## src/rtl/tx_serializer.sv

```systemverilog
// tx_serializer: pulls words from a TX FIFO and sends them as asynchronous
// serial frames (start, 7 or 8 data bits LSB first, optional parity, stop),
// timed by a 16x baud enable. Frame format is captured with the data word so
// it stays fixed for the whole frame. Assumes FIFO_WIDTH >= 8; only the low
// eight bits of a word are ever transmitted.
module tx_serializer #(
  parameter int FIFO_WIDTH = 8
) (
  input  logic                  clock,
  input  logic                  reset_n,
  input  logic                  baud_clock,
  input  logic                  fifo_empty,
  input  logic [FIFO_WIDTH-1:0] fifo_data,
  output logic                  fifo_read_n,
  input  logic                  bit8,
  input  logic                  parity_en,
  input  logic                  odd_n_even,
  output logic                  tx,
  output logic                  tx_busy
);

  typedef enum logic [2:0] {
    IDLE,
    POP,
    WAIT1,
    WAIT2,
    START,
    DATA,
    PARITY,
    STOP
  } txState_t;

  txState_t              r_state;
  txState_t              w_nextState;
  logic [3:0]            r_tick;
  logic [2:0]            r_bitCnt;
  logic [FIFO_WIDTH-1:0] r_shift;
  logic                  r_bit8;
  logic                  r_parityEn;
  logic                  r_parityBit;
  logic                  r_tx;
  logic                  w_txNext;
  logic                  w_inFrame;
  logic                  w_bitEnd;
  logic                  w_lastData;
  logic                  w_loadParity;

  // Ticks only advance while a frame is on the line; the 16th pulse closes a bit.
  assign w_inFrame  = (r_state == START) || (r_state == DATA) ||
                      (r_state == PARITY) || (r_state == STOP);
  assign w_bitEnd   = w_inFrame && baud_clock && (r_tick == 4'hF);
  assign w_lastData = (r_bitCnt == (r_bit8 ? 3'd7 : 3'd6));

  // Parity over the bits that will actually be sent; bit 7 is masked in 7-bit mode.
  assign w_loadParity = (^(fifo_data[7:0] & {bit8, 7'h7F})) ^ odd_n_even;

  // The pop strobe is also gated by the empty flag so an empty FIFO is never popped.
  assign fifo_read_n = !((r_state == POP) && !fifo_empty);
  assign tx_busy     = (r_state != IDLE);
  assign tx          = r_tx;

  // State register; reset aborts any frame in progress.
  always_ff @(posedge clock or negedge reset_n) begin
    if (!reset_n) begin
      r_state <= IDLE;
    end else begin
      r_state <= w_nextState;
    end
  end

  // Next-state logic for the frame sequence.
  always_comb begin
    w_nextState = r_state;
    case (r_state)
      IDLE:    if (!fifo_empty) w_nextState = POP;
      POP:     w_nextState = fifo_empty ? IDLE : WAIT1;
      WAIT1:   w_nextState = WAIT2;
      WAIT2:   w_nextState = START;
      START:   if (w_bitEnd) w_nextState = DATA;
      DATA:    if (w_bitEnd && w_lastData) w_nextState = r_parityEn ? PARITY : STOP;
      PARITY:  if (w_bitEnd) w_nextState = STOP;
      STOP:    if (w_bitEnd) w_nextState = fifo_empty ? IDLE : POP;
      default: w_nextState = IDLE;
    endcase
  end

  // Line level for the coming cycle, derived from the state being entered.
  always_comb begin
    w_txNext = 1'b1;
    case (w_nextState)
      START:   w_txNext = 1'b0;
      DATA:    w_txNext = ((r_state == DATA) && w_bitEnd) ? r_shift[1] : r_shift[0];
      PARITY:  w_txNext = r_parityBit;
      default: w_txNext = 1'b1;
    endcase
  end

  // Tick, data-bit counter, shift register, latched frame format and line register.
  always_ff @(posedge clock or negedge reset_n) begin
    if (!reset_n) begin
      r_tick      <= 4'd0;
      r_bitCnt    <= 3'd0;
      r_shift     <= '0;
      r_bit8      <= 1'b0;
      r_parityEn  <= 1'b0;
      r_parityBit <= 1'b0;
      r_tx        <= 1'b1;
    end else begin
      r_tx <= w_txNext;

      if ((r_state != START) && (w_nextState == START)) begin
        r_tick <= 4'd0;
      end else if (w_bitEnd) begin
        r_tick <= 4'd0;
      end else if (w_inFrame && baud_clock) begin
        r_tick <= r_tick + 4'd1;
      end

      if (r_state == START) begin
        r_bitCnt <= 3'd0;
      end else if ((r_state == DATA) && w_bitEnd) begin
        r_bitCnt <= r_bitCnt + 3'd1;
      end

      if (r_state == WAIT2) begin
        r_shift     <= fifo_data;
        r_bit8      <= bit8;
        r_parityEn  <= parity_en;
        r_parityBit <= w_loadParity;
      end else if ((r_state == DATA) && w_bitEnd) begin
        r_shift <= {1'b0, r_shift[FIFO_WIDTH-1:1]};
      end
    end
  end

endmodule

```

## config.mk

```make
export PLATFORM = sky130hd
export DESIGN_NAME = tx_serializer
export DESIGN_NICKNAME = d
export VERILOG_FILES = /design/src/rtl/tx_serializer.sv
export SDC_FILE = /design/constraint.sdc
export NUM_CORES = 1
export LEC_CHECK = 0
export ABC_AREA = 1
export BUFFER_PORTS_ARGS = -buffer_cell sky130_fd_sc_hd__buf_2
export CAP_MARGIN = 0
export CORE_MARGIN = 5
export CORE_UTILIZATION = 50
export CTS_CLUSTER_SIZE = 20
export DETAILED_ROUTE_END_ITERATION = 7
export PLACE_DENSITY = 0.82
export SETUP_SLACK_MARGIN = 0.4
export SLEW_MARGIN = 20
export SYNTH_ARGS = -nofsm -noshare
export SYNTH_HDL_FRONTEND = slang
export SYNTH_SLANG_ARGS = --single-unit
```

## constraint.sdc

```tcl
create_clock -name clock -period 1.85 [get_ports clock]
set_input_delay 0.37 -clock clock [delete_from_list [all_inputs] [get_ports clock]]
set_output_delay 0.37 -clock clock [all_outputs]
set_load 0.005 [all_outputs]
```

==> flow_summary.ini, run 1 <==
[power]
leakage_nw = 0.8282
p_int_mw = 1.312
p_total_mw = 2.231
clkPwrFrac_pct = 11.6
p_per_area_nw_per_um2 = 1373
p_sw_share_pct = 41.18
seqPwrFrac_pct = 39.1
switchingPower_uw = 918.7
pwr-share-comb_pct = 49.3
ir_worst_vdd_mv = 0.8711

[setup_path]
crit_chain = buf_6, nand2_4, nor2_4, nand2_4, or2_1, o21ai_2, nand3_2, nand2_1, nand2_1
reg2reg_to = tx
r2r_start = r_state[2]
rr_worst_depth = 9
crit_fanout = 7
r2r_slack_ns = 0.36
cp_top_family = simple AND/OR/NAND/NOR gates
slowest_delay_ns = 0.48
cp-start-kind = register
cp_data_required_time_ns = 2.09
cp_num_buf_inv = 1
critPathSlowestCell = dfrtp_2
end_kind = register
cp.arrival_ns = 1.74
crit_type = register to register

[logic_synthesis]
seq_area_frac_synth_pct = 43.15
netlist_area_um2 = 1279
netlist_instances = 166
ys_seq_elements = 22
syn_nets = 183
syn_avg_cell_area_um2 = 7.703
synth.distinct_cells = 28
synth_warnings = 0

[detailed_routing]
postRouteAntennaNets = 0
wl_per_cell_um = 12.76
routed_via_density = 5.177
met2_wirelength_um = 1532
top_layer = met4
firstDrtPassIters = 4
vias = 1201
wl_met1_um = 1246
drt-initial-drc-count = 74
dr_wl_met3_um = 147
wl_um = 2961
drc = 0

[die]
start_util_pct = 52.09
dieHeight_um = 60.57
row_count = 18
dieArea_um2 = 3669
die_w_um = 60.57
io_pins = 18
core_region_area_um2 = 2455

[status]
outcome = completed

[finish]
area.growth.synth_to_final_pct = 27.10
final_net_count = 220
final_util_pct = 66.21
multiInputGateArea_um2 = 695.7
seqCellArea_um2 = 554.3
fill_cells = 214
drive_gt1_share_pct = 34.16
diodes = 0

[timing]
fin_crit_sh_pct = 80.75
finalHoldViolCount = 0
drv_slew = 0
setup_tns_ns = 0
period_needed_ns = 1.494
rsz0062_at_grt = yes
fin_skew_ns = 0.002415
tightest_slew_ns = 0.4857
postLayoutSetupSlackWorst_ns = 0.3562
setup_viol = 0
maxSlewHeadroom_pct = 67.62
max_freq_mhz = 669.4

[clocking]
ctsRootBufferMaster = clkbuf_4
clk_latency_ns = 0.30
htree_levels = 1
clk_pin_slew_ns = 0.12
cts.sinks = 22
postCtsHoldBufs = 0
clock_path_buffers = 2
cts_tree = yes
cts-buffers-inserted = 3

[placement]
gp_congestion = 0.8265
place_ws_ns = 0.3404
hpwl_um = 2007
io_buffer_count = 17

[grt]
antenna_found_initial = 0
grt_pass1_wl_um = 4926
grt_remaining_overflow = 0
grt_usage_pct = 17.20
grt_pass1_vias = 1272
grt_max_degree = 23

[hold_path]
hp-class = input pin to async pin

[run]
drv_cap = 0
==> registers in the layout (all words and copies together) (netlist names) <==
signal       flops
r_state          3
r_bit8           1
r_parityBit      1
r_parityEn       1
r_shift          8
r_tick           4
r_bitCnt         3
tx               1
==> placed cells by master (no fill, tap or decap), types with 4 or more instances in the layout <==
| master | n |
|---|---|
| nand2_1 | 43 |
| dfrtp_1 | 19 |
| buf_2 | 17 |
| inv_1 | 15 |
| buf_4 | 15 |
| nor2_1 | 14 |
| nand3_1 | 11 |
| o21ai_0 | 6 |
| inv_2 | 5 |
| nor2_2 | 5 |
| a21oi_1 | 5 |
| a31oi_1 | 4 |
| xnor2_1 | 4 |
==> what timing repair did <==
item | in CTS | in global routing
hold endpoints to repair | 0 | 0
setup buffers | 12 | 4
pin swaps | 4 | 7
setup endpoints to repair | 4 | 14
resized for setup | 7 | 17
==> power groups by stage <==
| stage | Clock, mW | Combinational (mW) | Sequential, mW |
|---|---|---|---|
| 4_1_cts | 0.264 | 0.983 | 0.844 |
| 3_3_place_gp | 0 | 0.746 | 0.847 |
| 6_report | 0.259 | 1.10 | 0.872 |
| 2_1_floorplan | 0 | 0.654 | 0.800 |
| 5_1_grt | 0.293 | 1.23 | 0.894 |
| 3_5_place_dp | 0 | 0.778 | 0.860 |
==> worst max-delay path by stage <==
stage	startpoint	slack, ns	to	depth (start not counted)
2_1_floorplan	r_tick[0]	0.45	tx	9
3_3_place_gp	r_tick[0]	0.40	tx	9
3_5_place_dp	r_tick[0]	0.34	tx	9
4_1_cts	r_tick[0]	0.39	tx	9
5_1_grt	r_tick[0]	0.27	tx	9
6_report	r_state[2]	0.36	tx	9
==> per-layer routing <==
metal | global-route usage [%] | vias up
met5 | 0 | -
met4 | 6.811 | 0
met3 | 3.191 | 4
met2 | 30.99 | 31
met1 | 20.00 | 564
li1 | - | 602
==> cell families after synthesis <==
kind of cell,after synthesis,synth area share [%]
AO/OA/AOI/OAI,20,9.197
AND/OR/NAND/NOR,93,34.15
adder cells (fa/ha/maj),2,1.957
flip-flops,22,43.15
XOR/XNOR,6,4.110
buffers and inverters,23,7.436
==> synthesized netlist by cell type (all sizes together) <==
library cell / instances / area [um^2]
buf: 2 / 16.26
nand3: 14 / 80.08
a31oi: 4 / 25.02
xnor2: 4 / 35.03
xor2: 2 / 17.52
nor2: 22 / 100.1
a211oi: 2 / 15.01
dfstp: 1 / 26.28
o21ai: 8 / 43.79
a22o: 1 / 8.760
nand2: 49 / 206.5
nor3: 4 / 25.02
ha: 2 / 25.02
dfrtp: 21 / 525.5
or2: 2 / 12.52
nand4: 2 / 12.51
a21oi: 5 / 25.02
inv: 21 / 78.82
==> cell type report <==
cell class                      instances  share of cell area (%)
Multi-Input combinational cell        121                   42.80
Sequential cell                        22                   34.10
Tap cell                               30                   2.309
Inverter                               21                   5.004
Clock buffer                            4                   2.232
Timing Repair Buffer                   34                   13.55
==> stage by stage <==
stage	instances	hold WS, ns	cell area, um^2
2_1_floorplan	166	0.07441	1279
3_3_place_gp	212	0.3471	1393
3_5_place_dp	212	0.3610	1393
4_1_cts	228	0.02641	1536
5_1_grt	232	0.03422	1625
6_report	232	0.01097	1625
No activity file was read; power rests on OpenSTA's default activity.
==> inputs of run 2 (changes only) <==
Settings changed: PLACE_DENSITY 0.82 to 0.85.
Clock period 1.85 ns to 1.2 ns, I/O delays scaled along.
==> run 2 against run 1 <==
  * The run now ends with hold timing, setup timing left
  * Highest routed layer unchanged
  * Sequential power increased by 57%
  * Worst setup slack got worse by 0.67 ns
  * Worst hold slack got worse by 0.16 ns
  * Critical path depth unchanged
  * Flip-flop and latch count unchanged
  * Critical path type unchanged
  * Clock skew increased by 0.0088 ns
==> flow_summary.ini, run 2 (synthesis results as in run 1) <==
[placement]
gp_congestion = 0.8359
io_buffer_count = 17
hpwl_um = 2216
placed_cell_area_um2 = 1563
dp_cells = 231

[finish]
seqCellArea_um2 = 554.3
drive_gt1_share_pct = 50.00
final_cell_mix = 39 x nand2_1, 27 x buf_4, 19 x dfrtp_1, 17 x buf_2, 14 x inv_1
final_net_count = 240
fin_cells = 252
reg_top3 = r_shift: 8 flops, r_tick: 4 flops
largest_reg_flops = 8
diodes = 0
area.growth.synth_to_final_pct = 54.50
layout_commonest_cell = nand2_1
stdcell_area_um2 = 1976
multiInputGateArea_um2 = 843.3
fill_cells = 133
regMostFlops = r_shift

[setup_path]
crit_top_cell = nand2_1
path_depth = 9
slowest_delay_ns = 0.42
crit_path_end = tx
cp_data_required_time_ns = 1.48
r2r_slack_ns = -0.32
rr_worst_depth = 9
cp-start-kind = register
end_kind = register
critPathLaunch = r_tick[0]
critPathSlowestCell = dfrtp_1
crit_chain = ha_4, nand3_4, nor2_4, nand2_4, or2_1, o21ai_2, nand3_2, nand2_1, nand2_1
cp_top_family = simple AND/OR/NAND/NOR gates
cp_num_buf_inv = 0
cp.arrival_ns = 1.80
r2r_start = r_tick[0]
crit_fanout = 7
crit_type = register to register
reg2reg_to = tx

[timing]
setup_tns_ns = -4.065
period_needed_ns = 1.519
finalHoldViolCount = 21
fin_crit_sh_pct = 126.5
rsz0062_at_grt = yes
maxSlewHeadroom_pct = 67.69
postLayoutSetupSlackWorst_ns = -0.3186
fin_skew_ns = 0.01123
drv_slew = 0
setup_viol = 25
tightest_slew_ns = 0.4847
max_freq_mhz = 658.5
hold_slack_ns = -0.1500

[clocking]
ctsRootBufferMaster = clkbuf_4
htree_levels = 1
clk_latency_ns = 0.33
clk_pin_slew_ns = 0.14
cts.sinks = 22
clock_path_buffers = 2
cts_tree = yes
cts-buffers-inserted = 3

[detailed_routing]
drt-initial-drc-count = 50
postRouteAntennaNets = 0
met2_wirelength_um = 1976
wl_met1_um = 1589
vias = 1344
top_layer = met4
wl_um = 3851
routed_via_density = 5.333
firstDrtPassIters = 4
dr_wl_met3_um = 174
wl_per_cell_um = 15.28
drc = 0

[status]
outcome = finished, violations left
violations = hold timing, setup timing

[grt]
grt_max_degree = 23
grt_usage_pct = 21.76
grt_pass1_vias = 1363
grt_pass1_wl_um = 5961
antenna_found_initial = 0
grt_remaining_overflow = 0

[die]
io_pins = 18
dieHeight_um = 60.57
core_region_area_um2 = 2455
row_count = 18
die_w_um = 60.57
dieArea_um2 = 3669
start_util_pct = 52.09

[hold_path]
hp-class = input pin to async pin

[power]
p_per_area_nw_per_um2 = 2229
p_total_mw = 4.404
ir_worst_vdd_mv = 2.116
leakage_nw = 0.9820

[run]
drv_cap = 0
==> run 2: routing by layer <==
layer | up-vias | track usage (%)
li1 | 647 | -
met1 | 640 | 24.90
met2 | 47 | 40.76
met3 | 10 | 3.617
met4 | 0 | 7.121
met5 | - | 0
==> run 2: repair_timing <==
item | in CTS | in global routing
endpoints found under the setup margin | 25 | 25
pin swaps | 12 | 6
buffers inserted | 13 | 3
hold endpoints to repair | 21 | 21
cloned | 1 | 0
resized for setup | 30 | 25
==> run 2: stage by stage <==
step / setup slack [ns] / utilization [%] / hold slack [ns]
4_1_cts: -0.2644 / 75.18 / -0.1249
5_1_grt: -0.4020 / 80.48 / -0.1100
3_5_place_dp: -0.2657 / 63.66 / 0.2294
2_1_floorplan: -0.1994 / - / -0.05559
3_3_place_gp: -0.1931 / 63.66 / 0.2173
6_report: -0.3186 / 80.48 / -0.1500
==> run 2: final cells by class <==
class | instances | share of cell area (%)
Multi-Input combinational cell | 122 | 42.69
Inverter | 21 | 4.370
Tap cell | 30 | 1.900
Clock buffer | 3 | 1.140
Timing Repair Buffer | 53 | 20.33
Clock inverter | 1 | 1.520
Sequential cell | 22 | 28.06
==> run 2: report_power, final <==
group / total (mW) / leakage, nW / internal (mW) / switching [mW]
Clock: 0.590 / 0.0279 / 0.338 / 0.252
Combinational: 2.44 / 0.693 / 1.20 / 1.24
Sequential: 1.37 / 0.261 / 1.07 / 0.309
==> run 2: worst min path at each step <==
| stage | startpoint | endpoint | cells after the start |
|---|---|---|---|
| 2_1_floorplan | reset_n | r_bit8 | 0 |
| 3_3_place_gp | reset_n | r_tick[2] | 1 |
| 3_5_place_dp | reset_n | r_parityEn | 1 |
| 4_1_cts | reset_n | r_shift[2] | 1 |
| 5_1_grt | reset_n | r_shift[2] | 1 |
| 6_report | reset_n | r_shift[2] | 1 |
